<file path="src/rtl/serial_add_ctrl_pkg.sv">
// Shared definitions for the bit-serial adder controller: state encodings
// and the default operand width.
package serial_add_ctrl_pkg;

   localparam int DEF_WIDTH = 8;

   typedef enum logic [1:0] {
      IDLE = 2'd0,
      RUN  = 2'd1,
      DONE = 2'd2
   } state_t;

endpackage

</file>
<file path="src/rtl/serial_add_ctrl_fa_cell.sv">
// One-bit full adder assembled from two half adders and an OR gate.
module serial_fa_cell (
   input  logic x,
   input  logic y,
   input  logic cin,
   output logic s,
   output logic co
);

   logic s1, c1, c2;

   assign s1 = x ^ y;
   assign c1 = x & y;
   assign s  = s1 ^ cin;
   assign c2 = s1 & cin;
   assign co = c1 | c2;

endmodule

</file>
<file path="src/rtl/serial_add_ctrl.sv">
// Bit-serial adder controller: latches an operand pair, steps one full-adder
// cell LSB first with a registered carry, and pulses done with the result.
module serial_add_ctrl
   import serial_add_ctrl_pkg::*;
#(
   parameter int WIDTH = DEF_WIDTH
) (
   input  logic             clk,
   input  logic             rst,
   input  logic             start,
   input  logic [WIDTH-1:0] a,
   input  logic [WIDTH-1:0] b,
   output logic             busy,
   output logic             done,
   output logic [WIDTH-1:0] sum,
   output logic             cout
);

   localparam int CW = $clog2(WIDTH + 1);
   // Terminal count is WIDTH-1 so the counter never wraps, even for WIDTH=1.
   localparam logic [CW-1:0] LAST = CW'(WIDTH - 1);

   state_t           state, next;
   logic             load, step;
   logic [WIDTH-1:0] sa, sb, res;
   logic             carry;
   logic [CW-1:0]    cnt;
   logic             s, co;
   logic [WIDTH:0]   res_cat;
   logic [WIDTH-1:0] res_next;

   serial_fa_cell u_cell (
      .x   (sa[0]),
      .y   (sb[0]),
      .cin (carry),
      .s   (s),
      .co  (co)
   );

   // New sum bit enters at the MSB; widening first keeps WIDTH=1 legal.
   assign res_cat  = {s, res};
   assign res_next = res_cat[WIDTH:1];

   always_comb begin
      next = IDLE;
      load = 1'b0;
      step = 1'b0;
      case (state)
         IDLE: begin
            if (start) begin
               next = RUN;
               load = 1'b1;
            end
         end
         RUN: begin
            step = 1'b1;
            next = (cnt == LAST) ? DONE : RUN;
         end
         DONE:    next = IDLE;
         default: next = IDLE;
      endcase
   end

   always_ff @(posedge clk) begin
      if (rst) begin
         state <= IDLE;
         busy  <= 1'b0;
         done  <= 1'b0;
         sa    <= '0;
         sb    <= '0;
         res   <= '0;
         carry <= 1'b0;
         cnt   <= '0;
         sum   <= '0;
         cout  <= 1'b0;
      end else begin
         state <= next;
         busy  <= (next == RUN) || (next == DONE);
         done  <= (next == DONE);
         if (load) begin
            sa    <= a;
            sb    <= b;
            carry <= 1'b0;
            cnt   <= '0;
         end else if (step) begin
            sa    <= sa >> 1;
            sb    <= sb >> 1;
            carry <= co;
            cnt   <= cnt + CW'(1);
            res   <= res_next;
            if (cnt == LAST) begin
               sum  <= res_next;
               cout <= co;
            end
         end
      end
   end

endmodule
</file>
<file path="config.mk">
export PLATFORM = sky130hd
export DESIGN_NAME = serial_add_ctrl
export DESIGN_NICKNAME = d
export VERILOG_FILES = /design/src/rtl/serial_add_ctrl_pkg.sv /design/src/rtl/serial_add_ctrl_fa_cell.sv /design/src/rtl/serial_add_ctrl.sv
export SDC_FILE = /design/constraint.sdc
export NUM_CORES = 1
export LEC_CHECK = 0
export BUFFER_PORTS_ARGS = -buffer_cell sky130_fd_sc_hd__buf_4
export CORE_UTILIZATION = 40
export CTS_CLUSTER_DIAMETER = 100
export CTS_CLUSTER_SIZE = 8
export DETAILED_ROUTE_END_ITERATION = 16
export PLACE_DENSITY = 0.58
export SYNTH_ARGS = -nofsm -noshare
export SYNTH_HDL_FRONTEND = slang
export SYNTH_SLANG_ARGS = --single-unit
</file>
<file path="constraint.sdc">
create_clock -name clk -period 1.7 [get_ports clk]
set_input_delay 0 -clock clk [delete_from_list [all_inputs] [get_ports clk]]
set_output_delay 0 -clock clk [all_outputs]
set_load 0.05 [all_outputs]
</file>
==> impl_metrics.ini <==
[global_route]
grt_max_degree = 47
antenna_found_initial = 0
grt.total_usage = 0.173
grt_overflow = 0
grt_pass1_vias = 1383
grt_pass1_wl_um = 6030

[pwr]
intPower_mw = 1.42
power_switching_mw = 0.445
power.total_mw = 1.87
share_seq_of_total_power = 0.549
p_clk_frac = 0.338
cellLeakagePower_nw = 0.812
power_switching_share = 0.238
power_density_nw_per_um2 = 873
peakVddDrop_v = 0.000534
p_comb_frac = 0.113

[logic_synthesis]
synth_cell_types = 31
syn_area_per_cell_um2 = 8.88
yosysTopAreaCell = dfxtp_1
synthesis.area_um2 = 1770
ys_ff_latch = 41
synthTopCellsByArea = dfxtp_1 (46%), nand2b_1 (7.8%), a21oi_1 (7.4%)
synthTopCellsByCount = dfxtp_1 (41), nand2_1 (33), a21oi_1 (26)
synth_top_area_frac = 0.464
syn_nets = 221
synth.yosys.warnings = 0
yosysMostFrequentCell = dfxtp_1
synth_edf_count = 0
synth_ff_type = dfxtp_1
synth-async-reset-ratio = 0
syn_inst = 199
seq_area_frac_synth = 0.464

[clock_network]
cts_buffers = 5
clk_latency_ns = 0.29
clock_sinks = 41
post-cts-setup-buffers = 0
clockBufferDepth = 2
cts_tree = done
path_clk_slew_ns = 0.07
htreeDepth = 2
root_buffer = clkbuf_8

[finish]
area_growth_pct = 21.0
finalNonFillerCells = 282
final_util = 0.520
antenna_cells = 0
fin_area_um2 = 2140
final_layout_size_suffix_gt1_frac = 0.220
seqCellArea_um2 = 821
layout.nets = 254
multi_input_comb_area_um2 = 852
nFillCells = 405

[sta]
setup_viol = 0
period_share = 0.927
hold_viol = 0
whs_ns = 0.0154
rsz0062_at_grt = no
slew_headroom = 0.593
finalMaxSlewViolations = 0
worstMarginPinSlew_ns = 0.610
setup_slack_ns = 0.124
fin_skew_ns = 0.00421
fmax_ghz = 0.635
period_needed_ns = 1.58
tns_ns = 0

[placement]
hpwl_um = 2390
port_buffers = 29
dp_worst_setup_slack_ns = 0.154
dp_cells = 271
dpl-instance-area_um2 = 2010
place_congestion = 0.708

[outcome]
status = completed

[die]
die-area_um2 = 4690
initial_core_util = 0.430
io_pins = 30
die_x_um = 68.5
die_y_um = 68.5
core_um2 = 4120
rows = 23

[drt]
dr.pass1.iters = 4
routed_via_density = 5.07
finalWirelength_um = 3510
dr.first_iter.drc_count = 54
wl_per_cell_um = 12.5
vias = 1430
ant_nets = 0
drc = 0

[critical_path]
worstPathArrival_ns = 1.79
crit_end = cnt[1]
cp_max_fo = 15
endpoint_kind = flip-flop
timing.rr.end = cnt[1]
startpoint_type = flip-flop
cp.required_ns = 1.91
r2r_start = state[0]
crit_type = reg2reg
setup.worst_path.start = state[0]
rrSetupSlack_ns = 0.12
r2r_cells = 3

[worst_hold_path]
hold_class = in2reg

[flow_run]
drv_cap = 0
==> layer usage <==
metal	wire length (um)	GRT usage
met5	0	0
met4	10	0.0547
met3	158	0.0567
met2	1650	0.287
met1	1690	0.209
==> area by class of cell <==
cell class / count / area share
clock buffer: 7 / 0.0404
multi-input combinational: 143 / 0.398
sequential: 41 / 0.384
tap: 50 / 0.0292
timing repair buffer: 41 / 0.149
==> logic make-up (layout without fill, tap and decap cells) <==
logic type               count (synthesis)  after routing  share of synthesized area
multiplexers                             9              9                     0.0510
adder cells (fa/ha/maj)                  3              3                     0.0255
AO/OA/AOI/OAI                           40             40                      0.133
AND/OR/NAND/NOR                         89             89                      0.263
XOR/XNOR                                 2              2                    0.00991
buffers and inverters                   15             48                     0.0538
flip-flops                              41             41                      0.464
==> worst min path at each step <==
stage | startpoint | end | cells past startpoint
after floorplan | a[7] | sa[7] | 2
after global placement | b[7] | sb[7] | 3
after detailed placement | b[7] | sb[7] | 3
after CTS | a[3] | sa[3] | 3
after global routing | a[2] | sa[2] | 3
final | a[6] | sa[6] | 3
==> worst max-delay path, stage by stage, from the launching register on <==
cell	delay, ns
dfxtp_1	0.54
or3b_1	0.57
nand2b_1	0.23
a21oi_1	0.17
==> power groups by stage <==
| stage | clock, mW | combinational, mW | sequential, mW |
|---|---|---|---|
| 2_1_floorplan | 0 | 0.144 | 1.04 |
| 3_3_place_gp | 0 | 0.200 | 1.05 |
| 3_5_place_dp | 0 | 0.205 | 1.05 |
| 4_1_cts | 0.658 | 0.214 | 1.03 |
| 5_1_grt | 0.700 | 0.236 | 1.03 |
| 6_report | 0.631 | 0.212 | 1.03 |
==> state kept, by name (all words and copies together), names as in the netlist, 2 cells and up <==
name	count
state	2
sum	8
sa	8
cnt	4
sb	8
res	7
==> layout by cell type (no fill, tap or decap) <==
cell           netlist  layout
buf_4                2      37
clkbuf_8             0       6
nor2_2               1       1
xnor2_1              1       1
o21ba_2              1       1
nor2_1              17      17
or3b_1               1       1
nor2_4               1       1
nand4b_1             1       1
or3b_2               2       2
dlygate4sd3_1        0       4
a21oi_1             26      26
nor3b_4              1       1
o21ai_0              1       1
and2b_1              1       1
xor2_1               1       1
a211oi_1            12      12
ha_1                 2       2
mux2i_1              9       9
nand3_2              2       2
nand2_1             33      33
nor3_1               3       3
nor2b_1              1       1
nand2b_1            22      22
or3_1                1       1
nand3b_1             1       1
clkbuf_1             2       1
nand3_1              1       1
fa_1                 1       1
dfxtp_1             41      41
==> what timing repair did <==
item                      CTS  global route
hold buffers                4             0
hold endpoints to repair    4             0
resized for setup           0             0
No activity file was read; power rests on OpenSTA's default activity.
